[src/rtl/sobel_pkg.sv]
// Shared types and arithmetic for the Sobel 3x3 edge filter.
package sobel_pkg;

    localparam int unsigned PIX_W  = 4;
    localparam int unsigned GRAD_W = 8;
    localparam int unsigned MAG_W  = 7;

    typedef enum logic {
        IDLE,
        ACTIVE
    } state_t;

    // Window element (r,c) lives at index r*3+c; row 0 is the oldest line, col 0 the oldest column.
    typedef logic [8:0][PIX_W-1:0] window_t;

    function automatic logic [MAG_W-1:0] sobel_mag(input window_t w);
        logic signed [GRAD_W-1:0] p [9];
        logic signed [GRAD_W-1:0] gx;
        logic signed [GRAD_W-1:0] gy;
        logic        [GRAD_W-1:0] ax;
        logic        [GRAD_W-1:0] ay;
        logic        [GRAD_W-1:0] sum;
        for (int unsigned i = 0; i < 9; i++) begin
            p[i] = signed'(GRAD_W'(w[i]));
        end
        gx  = (p[2] + (p[5] <<< 1) + p[8]) - (p[0] + (p[3] <<< 1) + p[6]);
        gy  = (p[6] + (p[7] <<< 1) + p[8]) - (p[0] + (p[1] <<< 1) + p[2]);
        ax  = (gx < 0) ? GRAD_W'(-gx) : GRAD_W'(gx);
        ay  = (gy < 0) ? GRAD_W'(-gy) : GRAD_W'(gy);
        sum = ax + ay;
        return sum[MAG_W-1:0];
    endfunction

endpackage

[src/rtl/sobel_window_filter_if.sv]
// Pixel-in / edge-out stream bundle for sobel_window_filter.
interface sobel_window_filter_if #(
    parameter int unsigned PIX_W = sobel_pkg::PIX_W
);
    logic             pix_valid;
    logic             pix_sof;
    logic [PIX_W-1:0] pix_in;
    logic             edge_valid;
    logic [PIX_W-1:0] edge_out;
    logic             edge_eof;

    modport master (
        output pix_valid, pix_sof, pix_in,
        input  edge_valid, edge_out, edge_eof
    );

    modport slave (
        input  pix_valid, pix_sof, pix_in,
        output edge_valid, edge_out, edge_eof
    );
endinterface

[src/rtl/sobel_line_buffer.sv]
// One-line pixel store: synchronous write, asynchronous read at the same address.
module sobel_line_buffer #(
    parameter int unsigned IMG_W = 320,
    parameter int unsigned PIX_W = 4
) (
    input  logic                     clk,
    input  logic                     wr_en,
    input  logic [$clog2(IMG_W)-1:0] addr,
    input  logic [PIX_W-1:0]         wr_data,
    output logic [PIX_W-1:0]         rd_data
);

    logic [PIX_W-1:0] mem [IMG_W];

    assign rd_data = mem[addr];

    always_ff @(posedge clk) begin
        if (wr_en) begin
            mem[addr] <= wr_data;
        end
    end

endmodule

[src/rtl/sobel_window_filter.sv]
// Sobel |Gx|+|Gy| edge filter over a raster stream, two line buffers, 2-cycle latency.
// Optional build macro SOBEL_THRESH_EN: binary edge map against thresh_in.
module sobel_window_filter
    import sobel_pkg::*;
#(
    parameter int unsigned IMG_W = 320,
    parameter int unsigned IMG_H = 240
) (
    input  logic                  clk,
    input  logic                  rst_n,
    output logic                  busy,
`ifdef SOBEL_THRESH_EN
    input  logic [MAG_W-1:0]      thresh_in,
`endif
    sobel_window_filter_if.slave  bus
);

    localparam int unsigned CW = $clog2(IMG_W);
    localparam int unsigned RW = $clog2(IMG_H);

    state_t           state_q;
    state_t           state_d;
    logic [CW-1:0]    col_q;
    logic [RW-1:0]    row_q;
    logic [CW-1:0]    cur_col;
    logic [RW-1:0]    cur_row;
    logic             accept;
    logic             last_pix;
    logic             emit;
    logic             emit_q;
    logic             eof_q;
    window_t          win_q;
    logic [PIX_W-1:0] lb0_rd;
    logic [PIX_W-1:0] lb1_rd;
    logic [MAG_W-1:0] mag;

    sobel_line_buffer #(.IMG_W(IMG_W), .PIX_W(PIX_W)) lb0 (
        .clk     (clk),
        .wr_en   (accept),
        .addr    (cur_col),
        .wr_data (bus.pix_in),
        .rd_data (lb0_rd)
    );

    sobel_line_buffer #(.IMG_W(IMG_W), .PIX_W(PIX_W)) lb1 (
        .clk     (clk),
        .wr_en   (accept),
        .addr    (cur_col),
        .wr_data (lb0_rd),
        .rd_data (lb1_rd)
    );

    // An SOF pixel always lands at (0,0), whether the FSM is idle or mid-frame.
    always_comb begin
        state_d = state_q;
        accept  = 1'b0;
        cur_row = row_q;
        cur_col = col_q;
        if (bus.pix_valid) begin
            if (bus.pix_sof) begin
                accept  = 1'b1;
                cur_row = '0;
                cur_col = '0;
            end else if (state_q == ACTIVE) begin
                accept = 1'b1;
            end
        end
        last_pix = (cur_row == RW'(IMG_H - 1)) && (cur_col == CW'(IMG_W - 1));
        emit     = accept && (cur_row >= RW'(2)) && (cur_col >= CW'(2));
        if (accept) begin
            state_d = last_pix ? IDLE : ACTIVE;
        end
    end

    always_ff @(posedge clk or negedge rst_n) begin
        if (!rst_n) begin
            state_q <= IDLE;
        end else begin
            state_q <= state_d;
        end
    end

    always_ff @(posedge clk or negedge rst_n) begin
        if (!rst_n) begin
            row_q <= '0;
            col_q <= '0;
        end else if (accept) begin
            if (cur_col == CW'(IMG_W - 1)) begin
                col_q <= '0;
                row_q <= last_pix ? '0 : cur_row + RW'(1);
            end else begin
                col_q <= cur_col + CW'(1);
                row_q <= cur_row;
            end
        end
    end

    always_ff @(posedge clk or negedge rst_n) begin
        if (!rst_n) begin
            win_q  <= '0;
            emit_q <= 1'b0;
            eof_q  <= 1'b0;
        end else begin
            emit_q <= emit;
            eof_q  <= accept && last_pix;
            if (accept) begin
                win_q[0] <= win_q[1];
                win_q[1] <= win_q[2];
                win_q[2] <= lb1_rd;
                win_q[3] <= win_q[4];
                win_q[4] <= win_q[5];
                win_q[5] <= lb0_rd;
                win_q[6] <= win_q[7];
                win_q[7] <= win_q[8];
                win_q[8] <= bus.pix_in;
            end
        end
    end

    assign mag = sobel_mag(win_q);

    always_ff @(posedge clk or negedge rst_n) begin
        if (!rst_n) begin
            bus.edge_valid <= 1'b0;
            bus.edge_out   <= '0;
            bus.edge_eof   <= 1'b0;
        end else begin
            bus.edge_valid <= emit_q;
            bus.edge_eof   <= eof_q;
`ifdef SOBEL_THRESH_EN
            bus.edge_out   <= (mag >= thresh_in) ? '1 : '0;
`else
            bus.edge_out   <= mag[MAG_W-1 -: PIX_W];
`endif
        end
    end

    assign busy = (state_q == ACTIVE);

endmodule

[src/flat_wrapper.sv]
// flat-port wrapper written by rule: the top's interface ports become plain ports
module sobel_window_filter_flat import sobel_pkg::*;
#(
    parameter int unsigned IMG_W = 320,
    parameter int unsigned IMG_H = 240
)
  (clk, rst_n, busy, bus_pix_valid, bus_pix_sof, bus_pix_in, bus_edge_valid, bus_edge_out, bus_edge_eof);
  sobel_window_filter_if #(.PIX_W(4)) bus_i ();
  input  logic clk;
  input  logic rst_n;
  output logic busy;
  input wire logic [$bits(bus_i.pix_valid)-1:0] bus_pix_valid;
  input wire logic [$bits(bus_i.pix_sof)-1:0] bus_pix_sof;
  input wire logic [$bits(bus_i.pix_in)-1:0] bus_pix_in;
  output wire logic [$bits(bus_i.edge_valid)-1:0] bus_edge_valid;
  output wire logic [$bits(bus_i.edge_out)-1:0] bus_edge_out;
  output wire logic [$bits(bus_i.edge_eof)-1:0] bus_edge_eof;
  assign bus_i.pix_valid = bus_pix_valid;
  assign bus_i.pix_sof = bus_pix_sof;
  assign bus_i.pix_in = bus_pix_in;
  assign bus_edge_valid = bus_i.edge_valid;
  assign bus_edge_out = bus_i.edge_out;
  assign bus_edge_eof = bus_i.edge_eof;
  sobel_window_filter #(.IMG_W(IMG_W), .IMG_H(IMG_H)) u_core (.clk(clk), .rst_n(rst_n), .busy(busy), .bus(bus_i));
endmodule
[config.mk]
export PLATFORM = sky130hd
export DESIGN_NAME = sobel_window_filter_flat
export DESIGN_NICKNAME = d
export VERILOG_FILES = /design/src/rtl/sobel_pkg.sv /design/src/rtl/sobel_window_filter_if.sv /design/src/rtl/sobel_line_buffer.sv /design/src/rtl/sobel_window_filter.sv /design/src/flat_wrapper.sv
export SDC_FILE = /design/constraint.sdc
export NUM_CORES = 2
export LEC_CHECK = 0
export ABC_CLOCK_PERIOD_IN_PS = 33500
export CORE_AREA = 2 2 516 518
export DETAILED_ROUTE_END_ITERATION = 8
export DIE_AREA = 0 0 518 520
export SLEW_MARGIN = 5
export SYNTH_ARGS = -nofsm -noshare
export SYNTH_HDL_FRONTEND = slang
export SYNTH_SLANG_ARGS = --single-unit
[constraint.sdc]
create_clock -name clk -period 33.5 [get_ports clk]
set_input_delay 10.05 -clock clk [delete_from_list [all_inputs] [get_ports clk]]
set_output_delay 10.05 -clock clk [all_outputs]
set_load 0.02 [all_outputs]
**Word level (Yosys, flattened, before mapping)**

Memory sizes are Yosys's and may differ from the RTL's. A register that Yosys moved wholly into a read port is not among the register bits.
Index checks and enable logic that the tools add are counted.

- Bits in registers: 58
- Output and inout bits: 7
- Memories kept: 2
- Logic and storage cells: 59
- Memory bits (writable): 2560
- Input bits: 8

Memory list:

| name | words | width | rd ports | clocked after Yosys merged registers in | wr ports | line | source |
|---|---|---|---|---|---|---|---|
| u_core.lb0.mem | 320 | 4 | 1 | 0 | 1 | sobel_line_buffer.sv:13 | `logic [PIX_W-1:0] mem [IMG_W];` |
| u_core.lb1.mem | 320 | 4 | 1 | 1 | 1 | sobel_line_buffer.sv:13 |  |

- Magnitude comparators: 4
- Eq/ne operators: 2
- Reduce and logical (&&, ||, !) cells: 5
- Mux-type cells: 15
- Add/subtract/negate cells: 15

Operator list:

| kind | number |
|---|---|
| $add 8x5->8 | 4 |
| $mux 8 | 4 |
| $mux 9 | 3 |
| $add 4x5->6 | 4 |
| $lt 8x1->1 const B | 2 |
| $sub 8x8->8 | 2 |
| $mux 7 | 2 |
| $neg 7->7 | 2 |
| $add 9x1->9 const B | 1 |
| $eq 9x9->1 const B | 1 |
| $ge 9x2->1 const B | 1 |
| $add 8x1->8 const B | 1 |
| $eq 8x8->1 const B | 1 |
| $ge 8x2->1 const B | 1 |
| $add 7x7->7 | 1 |
| $mux 1 | 6 |
| $logic_and 1x1->1 | 4 |
| $logic_not 1->1 | 1 |

**Logic depth before layout (Yosys ltp)**

- Depth in word-level cells: 6
- Mapped depth: 23
- Depth with buffers taken out: 23

**Cells and area by module**

From an unflattened synthesis, not the netlist that was laid out.

- Cell total of the unflattened synthesis: 5456
- Area total of the unflattened synthesis: 105393.6 um2

By module, submodules not included:

| module | instances | seq. area each (um2) | cells an instance | area each (um2) |
|---|---|---|---|---|
| sobel_line_buffer | 2 | 38436.9 | 2491 | 50577.3 |
| sobel_window_filter | 1 | 1551.5 | 474 | 4239.1 |

**Worst setup path after synthesis**

No wires, ideal clock.

- Kind: input to register
- Start: input port bus_pix_valid
- End: memory u_core.lb1.mem[0][3], data pin
- Stages: 12
- Path buffers: 4
- Setup slack: 11761 ps
- Arrival: 19871 ps
- Data required time: 31633 ps
- Setup time: 1867 ps
- Cells stage by stage: buf_6 a21bo_1 buf_4 inv_2 buf_2 buf_2 nand2_1 a311oi_1 a31oi_1 a21oi_1 nor4_1 o211ai_1

- Cells in the longest elaborated chain, start to end: 2

Ends and longest elaborated chain:

| element | line | source |
|---|---|---|
| from (decl) | flat_wrapper.sv:12 | `input wire logic [$bits(bus_i.pix_valid)-1:0] bus_pix_valid;` |
| $mux 9 | sobel_window_filter.sv:59 | `if (bus.pix_valid) begin` |
| $mem_v2 320x4 | - |  |
| named net u_core.lb0.rd_data[3] | sobel_line_buffer.sv:10 | `output logic [PIX_W-1:0] rd_data` |
| to (decl) | sobel_line_buffer.sv:13 |  |

The timed path passes the listed nets, and every way through them passes these cells.

**Final worst setup path**

- Start: input port bus_pix_valid
- End: memory u_core.lb1.mem[126][1], data pin

The elaborated chain is that of the path after synthesis.

==> results.md <==
* Crit-path max FO at 77
* Cts bufs inserted at just under 300
* CTS tree: built
* Power Dens Cells at a little under 90 nW/um^2
* Reg2Reg Depth at 14
* Slew @ Worst Pin at between 1 and 1.5 ns
* Mapped Area at approximately 110000 um^2
* Vias per cell at between 6 and 7
* Synth Net Count at about 7000
* HP Start: u_core.eof_q$_DFF_PN0_
* Fin crit share at 0.501
* Post-synthesis async set-or-reset flop share at 0.0236
* Placed cells at between 9000 and 10000
* Share of cells above drive strength 1 at 0.108
* Setup_tns at 0 ns
* Leakage at between 30 and 40 nW
* Worst setup EP type: flop
* Setup CP Type: input pin to flop
* Remaining antenna violation count at 0
* H-tree depth at 5
* Finished Core Util at 0.445
* First-pass GRT wire length at roughly 460000 um
* RSZ-0062 raised after global routing: no
* DP Wirelength at about 190000 um
* DIE HEIGHT at between 500 and 600 um
* GR Util All Layers at 0.234
* Slew Limit Fails at 0
* Setup Buffers After CTS at 0
* Req. time, crit path at between 30 and 40 ns
* Routed length per placed instance at just over 30 um
* Clk buf depth at 4
* # IOs at 15
* EDFF count, synth at roughly 2600
* Reg2reg start: u_core.col_q[0]$_DFFE_PN0P_
* Die W at roughly 520 um
* # hold bufs at CTS at 0
* Initial DRC count at between 9000 and 10000
* Vias at roughly 64000
* VDD IR max at 0.000752 V
* Max-slew headroom at 0.0414
* Hold slack at 0.347 ns
* Clk slew on worst S/H paths at 0.06 ns
* Initial DRT Pass Iterations at 8
* Sink Count at 2622
* Avg Cell Area, Syn at between 15 and 20 um^2
* Sequential element share of the synthesized area at 0.747
* Routability Congestion at ~0.88
* Fin crit period at 16.78 ns
* Max Clk Rate at 0.0596 GHz
* Ys flop type: edfxtp_1
* Final hold vios at 0
* Largest net degree at the start of global routing at approximately 180
* Final setup viols at 0
* Critical path startpoint category: input pin
* Core Region at approximately 260000 um^2
* YS warnings at 0
* Layout Nets at 6782
* Clock network latency to the later pin of the worst-skew pair at approximately 0.96 ns
* Max-capacitance violation count at 0
* Vias in the first global route at around 60000
* Skew final at about 0.064 ns
* Reg-to-reg critical path endpoint: u_core.lb1.mem[126][1]$_DFFE_PP_
* Area Overhead vs Synth at 11.7%
* CP arrival at 17.37 ns
* Post-CTS sizing at 0
* Hold EP: u_core.bus.edge_eof$_DFF_PN0_
* Starting Density at 0.398
* Final WL at ~320000 um
* #FFs+latches synth at between 2000 and 3000
* # rows at 189
* Remaining Overflow, GRT at 0
* Mapped Cells at between 6000 and 7000
* Hold/Removal Path Class: flop to flop
* Root Buffer: clkbuf_16
* Netlist cell types at 91
* Die area at 269000 um^2
* Final Non-Filler Cells at 10400
* DRC Markers at 0
* Input/output buffers at 14
* Status: completed
* Initial antenna violation count at 13
* Hold path depth at 0
* Reg2reg setup slack at roughly 26 ns
[how the worst max path moves through the flow]
stage | start | endpoint | slack [ns]
after floorplan | bus_pix_valid | u_core.lb1.mem[0][3]$_DFFE_PP_ | 11.76
after global placement | bus_pix_valid | u_core.lb1.mem[121][1]$_DFFE_PP_ | 16.13
after detailed placement | bus_pix_valid | u_core.lb1.mem[113][1]$_DFFE_PP_ | 15.98
after CTS | bus_pix_valid | u_core.lb1.mem[47][1]$_DFFE_PP_ | 16.96
after global routing | bus_pix_valid | u_core.lb1.mem[126][1]$_DFFE_PP_ | 16.62
final | bus_pix_valid | u_core.lb1.mem[126][1]$_DFFE_PP_ | 16.72
[Yosys cell counts, types with 85 or more instances]
cell type,instances,area share
mux2_2,157,0.017
buf_2,218,0.010
nor2_1,449,0.016
mux2i_1,376,0.036
a211oi_1,238,0.017
o22ai_1,248,0.015
clkbuf_1,176,0.0063
nand3_1,85,0.0040
a21oi_1,262,0.012
nor2b_1,126,0.0075
o221ai_1,122,0.010
o21ai_0,178,0.0085
a31oi_1,106,0.0063
nand2_1,481,0.017
edfxtp_1,2560,0.73
a2bb2oi_1,94,0.0078
[power by group]
group	switching [W]	total (W)	internal (W)
Sequential	0.0000337	0.00399	0.00395
Clock	0.00127	0.00299	0.00172
Combinational	0.00209	0.00328	0.00119
Total	0.00339	0.0103	0.00687
[per-stage QoR]
step	instance area [um^2]	power [W]	setup slack [ns]
after floorplan	105000	0.00648	11.76
after global placement	109000	0.00723	16.13
after detailed placement	109000	0.00732	15.98
after CTS	117000	0.0103	16.96
after global routing	117000	0.0107	16.62
final	117000	0.0103	16.72
[final cells by class]
class / instances / area (um^2)
fillers: 23100 / 147000
flip-flops and latches: 2622 / 78400
multi-input cells: 3567 / 24200
clock buffers: 356 / 7670
well taps: 3533 / 4420
repair buffers: 161 / 1420
clock inverters: 132 / 980
inverters: 65 / 259
diodes: 7 / 17.5
[cells by family after synthesis]
logic type	Yosys count	share of synthesized area
AOI/OAI and AO/OA	1606	0.106
DFF	2622	0.747
buffers and inverters	565	0.0263
and+or+nand+nor	1315	0.0550
xor gates and xnor gates	34	0.00297
adders and majority gates	67	0.00941
muxes	545	0.0541
[registers in the layout, summed over array words and instances, names as in the netlist]
name                   count
u_core.row_q               8
u_core.win_q              36
u_core.eof_q               1
u_core.busy                1
u_core.lb1.mem          1280
u_core.bus.edge_eof        1
u_core.lb0.mem          1280
u_core.bus.edge_out        4
u_core.bus.edge_valid      1
u_core.emit_q              1
u_core.col_q               9
[critical path: stages]
cell	delay, ns
clkdlybuf4s50_1	1.00
a21bo_4	0.61
inv_8	0.48
buf_4	0.83
buf_4	0.59
a21oi_1	0.15
a221oi_1	0.38
nor4_1	0.18
o221ai_1	0.20
o31ai_1	0.21
o221ai_1	0.31
nand2b_4	0.53
buf_4	0.70
buf_4	0.79
[routing by layer]
metal  vias up  wire length (um)  GRT usage
li1      26600                 -          -
met1     32500            128000      0.321
met2      3977            148000      0.359
met3       746             35500     0.0541
met4        10             13700     0.0959
met5         -                65          0
[placed cells by master, fill, tap and decap left out, drive strengths merged, types with 10 or more instances in the layout]
| cell type | netlist | layout |
|---|---|---|
| nor2 | 450 | 450 |
| o32ai | 21 | 21 |
| clkinv | 0 | 113 |
| a311oi | 25 | 25 |
| a21oi | 263 | 263 |
| a211o | 10 | 10 |
| fa | 20 | 20 |
| a2111oi | 10 | 10 |
| a211oi | 238 | 238 |
| and3 | 11 | 11 |
| o221ai | 122 | 122 |
| o41ai | 10 | 10 |
| o22a | 19 | 19 |
| a2bb2oi | 95 | 95 |
| xnor2 | 23 | 23 |
| o31ai | 20 | 20 |
| nand4 | 21 | 21 |
| nor2b | 126 | 126 |
| a221oi | 32 | 32 |
| mux2 | 168 | 168 |
| mux2i | 376 | 376 |
| nand3 | 85 | 85 |
| ha | 47 | 47 |
| nor3 | 63 | 63 |
| buf | 324 | 152 |
| dfrtp | 62 | 62 |
| o22ai | 248 | 248 |
| xor2 | 10 | 10 |
| edfxtp | 2560 | 2560 |
| o21ai | 181 | 181 |
| nand2 | 482 | 482 |
| a22oi | 64 | 64 |
| o211ai | 51 | 51 |
| bufinv | 0 | 14 |
| inv | 65 | 68 |
| clkbuf | 176 | 356 |
| a31oi | 106 | 106 |
| nor4 | 38 | 38 |
Note: power is estimated with default switching activity, not from simulation.
